--- config.mk ---
export PLATFORM = sky130hd
export DESIGN_NAME = shift_unit_seq
export DESIGN_NICKNAME = d
export VERILOG_FILES = /design/src/rtl/shift_unit_seq.sv
export SDC_FILE = /design/constraint.sdc
export NUM_CORES = 1
export LEC_CHECK = 0
export CORE_AREA = 4 4 51 53
export CTS_CLUSTER_SIZE = 16
export DETAILED_ROUTE_END_ITERATION = 10
export DIE_AREA = 0 0 55 57
export GPL_TIMING_DRIVEN = 0
export PLACE_DENSITY = 0.74
export SLEW_MARGIN = 25
export SYNTH_ARGS = -nofsm -noshare
export SYNTH_HDL_FRONTEND = slang
export SYNTH_SLANG_ARGS = --single-unit
--- constraint.sdc ---
create_clock -name clk -period 1.4 [get_ports clk]
set_input_delay 0.42 -clock clk [delete_from_list [all_inputs] [get_ports clk]]
set_output_delay 0.42 -clock clk [all_outputs]
set_load 0.01 [all_outputs]
--- src/rtl/shift_unit_seq.sv ---
// Iterative multi-mode shifter: one bit position per clock,
// valid/ready on both sides, one operation in flight.
module shift_unit_seq #(
  parameter  int WIDTH = 8,
  localparam int SHW   = $clog2(WIDTH)
) (
  input  logic             clk,
  input  logic             rst_n,
  input  logic             in_valid,
  output logic             in_ready,
  input  logic [WIDTH-1:0] data,
  input  logic [SHW-1:0]   amount,
  input  logic [1:0]       mode,
  output logic             out_valid,
  input  logic             out_ready,
  output logic [WIDTH-1:0] out,
  output logic             busy
);

  localparam logic [1:0] IDLE  = 2'd0;
  localparam logic [1:0] SHIFT = 2'd1;
  localparam logic [1:0] DONE  = 2'd2;

  localparam logic [1:0] M_LSL = 2'b00;
  localparam logic [1:0] M_LSR = 2'b01;
  localparam logic [1:0] M_ASR = 2'b10;
  localparam logic [1:0] M_ROL = 2'b11;

  logic [1:0]       state;
  logic [SHW-1:0]   cnt;
  logic [1:0]       mode_q;
  logic             live;
  logic [WIDTH-1:0] step;

  always_comb begin
    step = out;
    unique case (mode_q)
      M_LSL: step = {out[WIDTH-2:0], 1'b0};
      M_LSR: step = {1'b0, out[WIDTH-1:1]};
      M_ASR: step = {out[WIDTH-1], out[WIDTH-1:1]};
      M_ROL: step = {out[WIDTH-2:0], out[WIDTH-1]};
    endcase
  end

  // live holds in_ready low for the first cycle after reset release
  assign in_ready  = live && (state == IDLE);
  assign out_valid = (state == DONE);
  assign busy      = (state != IDLE);

  always_ff @(posedge clk or negedge rst_n) begin
    if (!rst_n) begin
      state  <= IDLE;
      out    <= '0;
      cnt    <= '0;
      mode_q <= M_LSL;
      live   <= 1'b0;
    end else begin
      live <= 1'b1;
      unique case (state)
        IDLE: begin
          if (in_valid && in_ready) begin
            out    <= data;
            cnt    <= amount;
            mode_q <= mode;
            state  <= (amount != '0) ? SHIFT : DONE;
          end
        end
        SHIFT: begin
          out <= step;
          cnt <= cnt - SHW'(1);
          if (cnt == SHW'(1)) state <= DONE;
        end
        DONE: begin
          if (out_ready) state <= IDLE;
        end
        default: state <= IDLE;
      endcase
    end
  end

endmodule
==> impl_metrics.py, run 1 <==
metrics = {
    "power": {
        "vdd_ir_drop_max_v": 0.00102,
        "power_mw": 3.41,
        "p_leak_nw": 0.706,
        "power_density_nw_per_um2": 2270,
    },
    "grt": {
        "grt_max_degree": 17,
        "grt_antenna_before_repair": 0,
        "grt_pass1_vias": 857,
        "grt_first_pass_wirelength_um": 3760,
        "overflow": 0,
        "grt_util_all_layers": 0.164,
    },
    "layout": {
        "seqCellArea_um2": 400,
        "n_antenna_cell": 0,
        "stdcell_count": 175,
        "final_cell_area_um2": 1500,
        "post_route_cells_drive_above_1_share": 0.327,
        "synthToLayoutAreaGrowth_pct": 63.5,
        "fillCellCount": 160,
        "multi_input_area_um2": 536,
        "nets": 167,
    },
    "critical_path": {
        "path_max_fanout": 2,
        "critPathCaptureType": "primary output",
        "r2r_cells": 5,
        "crit_arrival_ns": 1.17,
        "required_ns": 0.98,
        "start_kind": "flip-flop",
        "path_depth": 3,
        "cpLargestDelayFamily": "flip-flops",
        "cpPeakStageDelay_ns": 0.40,
        "path_buf_inv": 1,
        "path_class": "reg2out",
        "critPathSlowestCell": "dfrtp_1",
        "worstPathCellList": "or2_4 > nor2_1 > buf_2",
    },
    "timing": {
        "finalHoldViolCount": 0,
        "fin_worst_skew_ns": 0.00430,
        "final.setup.tns_ns": -0.377,
        "rsz0062_at_grt": "yes",
        "fmax_mhz": 631,
        "tightestPinTransition_ns": 0.748,
        "fin_ws_ns": -0.186,
        "max_slew_margin": 0.499,
        "fin_crit_sh": 1.13,
        "final_max_slew_viol_count": 0,
        "finalSetupViolations": 5,
        "fin_crit_ns": 1.59,
    },
    "synthesis": {
        "seq_area_frac_synth": 0.436,
        "syn-cell-area_um2": 918,
        "synth_most_common_cell": "nand2_1",
        "synth-edff-count": 0,
        "avgSynthCellArea_um2": 9.57,
        "ys_warn_count": 0,
        "synth_top_area_frac": 0.436,
        "netlist_instances": 96,
        "syn_nets": 115,
        "synth_area_leader_cell": "dfrtp_1",
        "ys_dominant_reg_cell": "dfrtp_1",
        "ys_ff_latch": 16,
        "synthTopCellsByCount": "21 x nand2_1, 16 x dfrtp_1, 7 x mux2i_1, 6 x a21oi_1, 5 x and3_1",
        "synth_area_leaders": "dfrtp_1 44%, nand2_1 8.6%, mux2i_1 7.6%",
        "yosys.cell_types.count": 34,
        "async_reset_ff_frac": 1.00,
    },
    "clock_network": {
        "cts_tree": "built",
        "clkTransAtPathRegs_ns": 0.10,
        "cts_sinks": 16,
        "numCtsBuffers": 3,
        "clkLatencyLatePin_ns": 0.29,
        "cts_root_buf": "clkbuf_4",
        "cts.htree.levels": 1,
        "cts_max_path_buffers": 2,
    },
    "floorplanning": {
        "dieHeight_um": 57,
        "core_um2": 2150,
        "std_cell_rows": 17,
        "fp.dieW_um": 55,
        "initial_core_util": 0.427,
        "ios": 28,
        "die_area_um2": 3140,
    },
    "placement": {
        "placedCellCount": 151,
        "dpl_cell_area_um2": 1220,
        "dp_hpwl_um": 1570,
        "portBuffers": 27,
        "globalplace.congestion": 0.752,
        "dp_slack_ns": -0.378,
    },
    "drt": {
        "dr.pass1.iters": 4,
        "drt_iter0_drc": 22,
        "drcViolationCount": 0,
        "viasPerCell": 5.14,
        "num_vias": 899,
        "postRouteAntennaNets": 0,
        "routedWlPerCell_um": 14.4,
        "routed_wl_um": 2530,
    },
    "run_status": {
        "violations": "negative setup slack",
        "status": "finished, violations left",
    },
    "worst_hold_path": {
        "holdPathStages": 1,
        "hp-class": "reg2reg",
    },
    "run": {
        "maxCapViolations": 0,
    },
}
-- cell usage in the layout (no fill, tap or decap), types with 2 or more instances in the layout --
cell and n:
and3_4 2, buf_4 16, nand2_1 18, buf_6 8, nand2_2 2, o21ai_1 3
inv_1 4, ha_1 2, nor2b_1 2, clkdlybuf4s50_1 15, clkdlybuf4s15_1 8, dfrtp_1 16
clkbuf_4 3, a21oi_2 3, a21oi_1 3, mux2i_1 7, and3_1 3, nor2_1 3
a31oi_1 2
-- per-stage QoR --
| stage | utilization | hold WS (ns) |
|---|---|---|
| after floorplan | - | 0.124 |
| after global routing | 0.699 | 0.567 |
| after detailed placement | 0.570 | 0.521 |
| after global placement | 0.570 | 0.513 |
| after CTS | 0.656 | 0.543 |
| final | 0.699 | 0.538 |
-- power breakdown --
part	total, mW	switching, mW	internal [mW]	leakage (nW)
Combinational	2.24	1.01	1.24	0.498
Clock	0.310	0.151	0.158	0.0210
Sequential	0.856	0.170	0.685	0.187
-- layout make-up --
class | count | share of cell area
multi-input cells | 72 | 0.357
repair buffers | 47 | 0.296
flip-flops and latches | 16 | 0.267
plain buffers | 4 | 0.0233
inverters | 4 | 0.0100
well taps | 28 | 0.0233
clock buffers | 4 | 0.0242
-- registers in the layout, indices dropped and copies added, names as in the netlist --
name    count
cnt         3
state       2
mode_q      2
live        1
out         8
-- layer usage --
layer,wire [um],global-route usage,vias to the layer above
li1,-,-,439
met2,1280,0.267,21
met4,42,0.0938,0
met5,0,0,-
met3,105,0.0131,4
met1,1100,0.206,435
-- cells by family (layout without fill, tap and decap cells) --
family | Yosys count | after routing | synth area share
AO/OA/AOI/OAI | 19 | 19 | 0.129
XOR/XNOR | 1 | 1 | 0.0300
adder cells (fa/ha/maj) | 2 | 2 | 0.0272
buffers and inverters | 8 | 59 | 0.0463
flip-flops | 16 | 16 | 0.436
multiplexers | 8 | 8 | 0.0926
other | 1 | 1 | 0.00408
AND/OR/NAND/NOR | 41 | 41 | 0.234
-- worst paths after layout --
check	slack, ns	startpoint	to
setup / recovery	-0.19	state[1]$_DFFE_PN0P_	in_ready
setup reg to reg	-0.03	state[0]$_DFFE_PN0P_	out[7]$_DFFE_PN0P_
max in group asynchronous	0.37	rst_n	out[3]$_DFFE_PN0P_
min in group asynchronous	0.56	rst_n	live$_DFF_PN0_
hold reg to reg	0.54	cnt[2]$_DFFE_PN0P_	cnt[2]$_DFFE_PN0P_
hold / removal	0.54	cnt[2]$_DFFE_PN0P_	cnt[2]$_DFFE_PN0P_
-- what timing repair did --
item,4_1_cts,5_1_grt
hold buffers,0,0
buffers inserted,16,4
gates cloned,0,0
gates resized for setup,33,21
setup endpoints to repair,15,21
pin swaps,2,5
Note: power is estimated with default switching activity, not from simulation.
==> run 2, diff against run 1 <==
- CORE_AREA: 4 4 51 53 -> 8 8 53 55
- CTS_CLUSTER_SIZE: 16 -> 12
- DIE_AREA: 0 0 55 57 -> 0 0 61 63
- PLACE_DENSITY: 0.74 -> 0.79
- clock period: 1.4 -> 1.95 ns (I/O delays scaled with it)
==> run 2 against run 1 <==
Against the previous run:
- the flow now finishes without violations
- sequential power is 23% lower
- utilization is 9.1 points lower
- count of clock-buffer cells in the layout is 1 lower
- final area is 17% lower
- setup slack better by 0.26 ns
- critical path type unchanged
- largest cell class unchanged
- via count is 9.3% lower
- sequential share of layout area is 5.3 points higher
- clock skew is 0.0031 ns lower
- combinational power is 47% lower
- critical endpoint is now out[1]
- cell count is 11% lower
- global-route usage is 3.0 points lower
- first-iteration DRC count is 27% higher
==> impl_metrics.py, run 2 (synthesis results as in run 1) <==
metrics = {
    "run_status": {
        "status": "completed",
    },
    "critical_path": {
        "critPathCaptureType": "primary output",
        "cpLargestDelayFamily": "buffers and inverters",
        "required_ns": 1.36,
        "crit_arrival_ns": 1.29,
        "r2r_cells": 6,
        "rrSetupSlack_ns": 0.51,
        "path_max_fanout": 5,
        "start_kind": "flip-flop",
        "worstPathCellList": "clkdlybuf4s50_1",
        "path_buf_inv": 1,
        "cpPeakStageDelay_ns": 0.57,
        "path_class": "reg2out",
        "r2r-start": "state[0]$_DFFE_PN0P_",
        "critPathSlowestCell": "clkdlybuf4s50_1",
        "path_depth": 1,
        "worstReg2RegEnd": "out[3]$_DFFE_PN0P_",
    },
    "layout": {
        "fin_util": 0.608,
        "largestRegisters": "out (8), cnt (3)",
        "regMostFlops": "out",
        "final_common_cell": "clkdlybuf4s50_1",
        "largest_reg_flops": 8,
        "n_antenna_cell": 0,
        "layout_common_cells": "24 x clkdlybuf4s50_1, 21 x nand2_1, 16 x dfrtp_1, 7 x mux2i_1, 6 x a21oi_1",
        "nets": 149,
        "synthToLayoutAreaGrowth_pct": 36.5,
        "post_route_cells_drive_above_1_share": 0.109,
    },
    "timing": {
        "max_slew_margin": 0.500,
        "finalSetupViolations": 0,
        "fmax_mhz": 533,
        "final_max_slew_viol_count": 0,
        "fin_crit_ns": 1.88,
        "rsz0062_at_grt": "no",
        "tightestPinTransition_ns": 0.747,
        "final.setup.tns_ns": 0,
        "fin_ws_ns": 0.0748,
        "fin_crit_sh": 0.962,
        "fin_worst_skew_ns": 0.00124,
        "finalHoldViolCount": 0,
    },
    "drt": {
        "drcViolationCount": 0,
        "routed_wl_um": 2360,
        "viasPerCell": 5.22,
        "drt_iter0_drc": 28,
        "dr.pass1.iters": 4,
        "num_vias": 815,
        "routedWlPerCell_um": 15.1,
        "postRouteAntennaNets": 0,
    },
    "grt": {
        "grt_antenna_before_repair": 0,
        "grt_util_all_layers": 0.134,
        "grt_pass1_vias": 876,
        "overflow": 0,
        "grt_first_pass_wirelength_um": 3970,
        "grt_max_degree": 17,
    },
    "clock_network": {
        "numCtsBuffers": 3,
        "clkLatencyLatePin_ns": 0.29,
        "cts_max_path_buffers": 2,
        "cts_root_buf": "clkbuf_4",
        "clkTransAtPathRegs_ns": 0.09,
        "cts_tree": "built",
        "cts_sinks": 16,
        "cts.htree.levels": 1,
    },
    "worst_hold_path": {
        "hp-class": "reg2reg",
        "holdPathEnd": "cnt[2]$_DFFE_PN0P_",
        "hp-start": "cnt[2]$_DFFE_PN0P_",
        "holdPathStages": 1,
    },
    "placement": {
        "dp_hpwl_um": 1760,
        "portBuffers": 27,
        "globalplace.congestion": 0.793,
        "dp_slack_ns": 0.0129,
    },
    "floorplanning": {
        "ios": 28,
        "dieHeight_um": 63,
        "std_cell_rows": 17,
        "die_area_um2": 3840,
        "fp.dieW_um": 61,
        "core_um2": 2060,
        "initial_core_util": 0.445,
    },
    "power": {
        "vdd_ir_drop_max_v": 0.000956,
        "p_leak_nw": 0.580,
        "power_density_nw_per_um2": 1610,
        "power_mw": 2.02,
    },
    "run": {
        "maxCapViolations": 0,
    },
}
## run 2: final cells by class
class                   count  area, um2
inverters                   4       15.0
well taps                  28       35.0
plain buffers               4       27.5
multi-input cells          72        475
repair buffers             29        278
clock buffers               3       22.5
flip-flops and latches     16        400
fillers                   189        810
## run 2: routing by layer
| metal | wire (um) | vias up | global-route usage |
|---|---|---|---|
| met4 | 16 | 0 | 0.0262 |
| met2 | 1260 | 16 | 0.242 |
| met3 | 119 | 4 | 0.0514 |
| li1 | - | 401 | - |
| met5 | 0 | - | 0 |
| met1 | 964 | 394 | 0.137 |
## run 2: what timing repair did
item,4_1_cts,5_1_grt
setup buffers,2,0
gates resized for setup,3,2
endpoints found under the setup margin,3,1
pin swaps,0,0
hold buffers,0,0
## run 2: worst max-delay path by stage
stage | endpoint | from | slack [ns]
floorplan | in_ready | state[1]$_DFFE_PN0P_ | 0.46
global placement | in_ready | state[1]$_DFFE_PN0P_ | 0.02
detailed placement | in_ready | state[0]$_DFFE_PN0P_ | 0.01
CTS | in_ready | state[1]$_DFFE_PN0P_ | 0.03
global route | out[1] | out[1]$_DFFE_PN0P_ | 0.02
finish | out[1] | out[1]$_DFFE_PN0P_ | 0.07
## run 2: where the power goes
part | leakage, nW | switching, mW | internal, mW
logic | 0.379 | 0.551 | 0.636
registers | 0.187 | 0.167 | 0.492
clock network | 0.0138 | 0.101 | 0.0719
total | 0.580 | 0.818 | 1.20
## run 2: stage by stage
stage	instance area (um2)	hold WS (ns)	instances
floorplan	918	0.289	96
global placement	1220	0.508	151
detailed placement	1220	0.534	151
CTS	1260	0.555	156
global route	1250	0.579	156
finish	1250	0.559	156
==> run 3, diff against run 2 <==
- PLACE_DENSITY: 0.79 -> 0.78
- SLEW_MARGIN: 25 -> 20
==> run 3 against run 2 <==
Against the previous run:
- flip-flop and latch count did not move
- critical endpoint unchanged
- fmax fell by 0.21%
- register-to-register slack barely moved
- non-clock buffer count did not move
- combinational power barely moved
- power rose by 3.0%
- highest routed layer unchanged
- wire length fell by 0.21%
==> impl_metrics.py, run 3 (synthesis results as in run 1) <==
metrics = {
    "run_status": {
        "status": "completed",
    },
    "layout": {
        "n_antenna_cell": 0,
        "fillCellCount": 190,
        "post_route_cells_drive_above_1_share": 0.116,
        "synthToLayoutAreaGrowth_pct": 38.0,
        "largest_reg_flops": 8,
        "regMostFlops": "out",
        "layout_common_cells": "24 x clkdlybuf4s50_1, 21 x nand2_1, 16 x dfrtp_1, 7 x mux2i_1, 6 x a21oi_1",
        "final_cell_area_um2": 1270,
        "stdcell_count": 157,
        "nets": 149,
        "largestRegisters": "out (8), cnt (3)",
        "final_common_cell": "clkdlybuf4s50_1",
        "fin_util": 0.614,
    },
    "placement": {
        "portBuffers": 27,
        "globalplace.congestion": 0.765,
        "dpl_cell_area_um2": 1220,
        "placedCellCount": 151,
        "dp_hpwl_um": 1750,
    },
    "timing": {
        "final.setup.tns_ns": 0,
        "fin_crit_ns": 1.88,
        "rsz0062_at_grt": "no",
        "max_slew_margin": 0.507,
        "finalSetupViolations": 0,
        "finalHoldViolCount": 0,
        "fin_worst_skew_ns": 0.00408,
        "tightestPinTransition_ns": 0.737,
        "final_max_slew_viol_count": 0,
        "holdWs_ns": 0.558,
        "fmax_mhz": 532,
        "fin_crit_sh": 0.964,
    },
    "clock_network": {
        "cts_tree": "built",
        "cts.htree.levels": 1,
        "cts_sinks": 16,
        "clkTransAtPathRegs_ns": 0.10,
        "cts.hold.buffers_added": 0,
        "clkLatencyLatePin_ns": 0.30,
        "cts_root_buf": "clkbuf_4",
        "cts_max_path_buffers": 2,
        "numCtsBuffers": 3,
    },
    "power": {
        "p_leak_nw": 0.587,
        "p_switching_mw": 0.837,
        "internal-power_mw": 1.24,
        "power_density_nw_per_um2": 1640,
        "swShare": 0.402,
        "clock_power_share": 0.111,
        "vdd_ir_drop_max_v": 0.000676,
        "seqPwrFrac": 0.315,
        "pwr-share-comb": 0.574,
    },
    "drt": {
        "postRouteAntennaNets": 0,
        "num_vias": 825,
        "viasPerCell": 5.25,
        "routed_wl_um": 2350,
        "routedWlPerCell_um": 15.0,
        "drcViolationCount": 0,
        "dr.pass1.iters": 4,
        "drt_iter0_drc": 25,
    },
    "critical_path": {
        "cpLargestDelayFamily": "buffers and inverters",
        "rrSetupSlack_ns": 0.52,
        "critPathCaptureType": "primary output",
        "required_ns": 1.36,
        "path_class": "reg2out",
        "path_max_fanout": 5,
        "r2r_cells": 6,
        "critPathSlowestCell": "clkdlybuf4s50_1",
        "worstReg2RegEnd": "out[3]$_DFFE_PN0P_",
        "r2r-start": "state[0]$_DFFE_PN0P_",
        "crit_arrival_ns": 1.29,
        "worstPathCellList": "clkdlybuf4s50_1",
        "cpPeakStageDelay_ns": 0.56,
        "start_kind": "flip-flop",
        "path_buf_inv": 1,
    },
    "worst_hold_path": {
        "hp-start": "cnt[2]$_DFFE_PN0P_",
        "holdPathStages": 1,
        "holdPathEnd": "cnt[2]$_DFFE_PN0P_",
        "hp-class": "reg2reg",
    },
    "run": {
        "maxCapViolations": 0,
    },
    "floorplanning": {
        "fp.dieW_um": 61,
        "dieHeight_um": 63,
        "std_cell_rows": 17,
        "ios": 28,
        "core_um2": 2060,
        "initial_core_util": 0.445,
        "die_area_um2": 3840,
    },
    "grt": {
        "grt_pass1_vias": 846,
        "grt_first_pass_wirelength_um": 3860,
        "grt_util_all_layers": 0.132,
        "grt_antenna_before_repair": 0,
        "grt_max_degree": 17,
        "overflow": 0,
    },
}
-- run 3: cell count changes in the layout (fill, tap and decap cells not counted), sizes merged --
| cell | previous run | this run |
|---|---|---|
| clkbuf | 5 | 6 |
-- run 3: worst max-delay path by stage --
| stage | start | end | slack [ns] | depth (start not counted) |
|---|---|---|---|---|
| final | out[1]$_DFFE_PN0P_ | out[1] | 0.07 | 1 |
| after detailed placement | state[1]$_DFFE_PN0P_ | in_ready | 0.002 | 3 |
| after global placement | state[1]$_DFFE_PN0P_ | in_ready | 0.02 | 3 |
| after global routing | out[1]$_DFFE_PN0P_ | out[1] | 0.01 | 1 |
| after floorplan | state[1]$_DFFE_PN0P_ | in_ready | 0.46 | 2 |
| after CTS | state[1]$_DFFE_PN0P_ | in_ready | 0.01 | 3 |
-- run 3: timing repair --
action	4_1_cts	5_1_grt
gates resized for setup	3	2
endpoints found under the setup margin	3	1
endpoints found under the hold margin	0	0
setup buffers	2	0
-- run 3: cell type report --
type                       instances  area, um2  area share
buffer                             4       27.5      0.0217
tap                               28       35.0      0.0276
clock buffer                       4       36.3      0.0286
multi-input combinational         72        475       0.375
timing repair buffer              29        278       0.219
sequential                        16        400       0.316
inverter                           4       15.0      0.0118
-- run 3: power groups by stage --
stage | Clock, mW | Sequential [mW] | Combinational (mW)
2_1_floorplan | 0 | 0.678 | 0.738
3_3_place_gp | 0 | 0.672 | 1.14
3_5_place_dp | 0 | 0.681 | 1.17
4_1_cts | 0.234 | 0.655 | 1.20
5_1_grt | 0.247 | 0.679 | 1.31
6_report | 0.232 | 0.654 | 1.19
-- run 3: routing by layer --
layer | global-route usage | vias to the layer above | share of wire
li1 | - | 402 | -
met1 | 0.148 | 400 | 0.41
met2 | 0.220 | 19 | 0.54
met3 | 0.0309 | 4 | 0.038
met4 | 0.0671 | 0 | 0.014
met5 | 0 | - | 0
-- run 3: through the flow --
stage               total power [mW]  setup WS (ns)
CTS                             2.09         0.0137
global route                    2.23         0.0117
finish                          2.08         0.0709
global placement                1.81         0.0239
floorplan                       1.42          0.460
detailed placement              1.85        0.00208
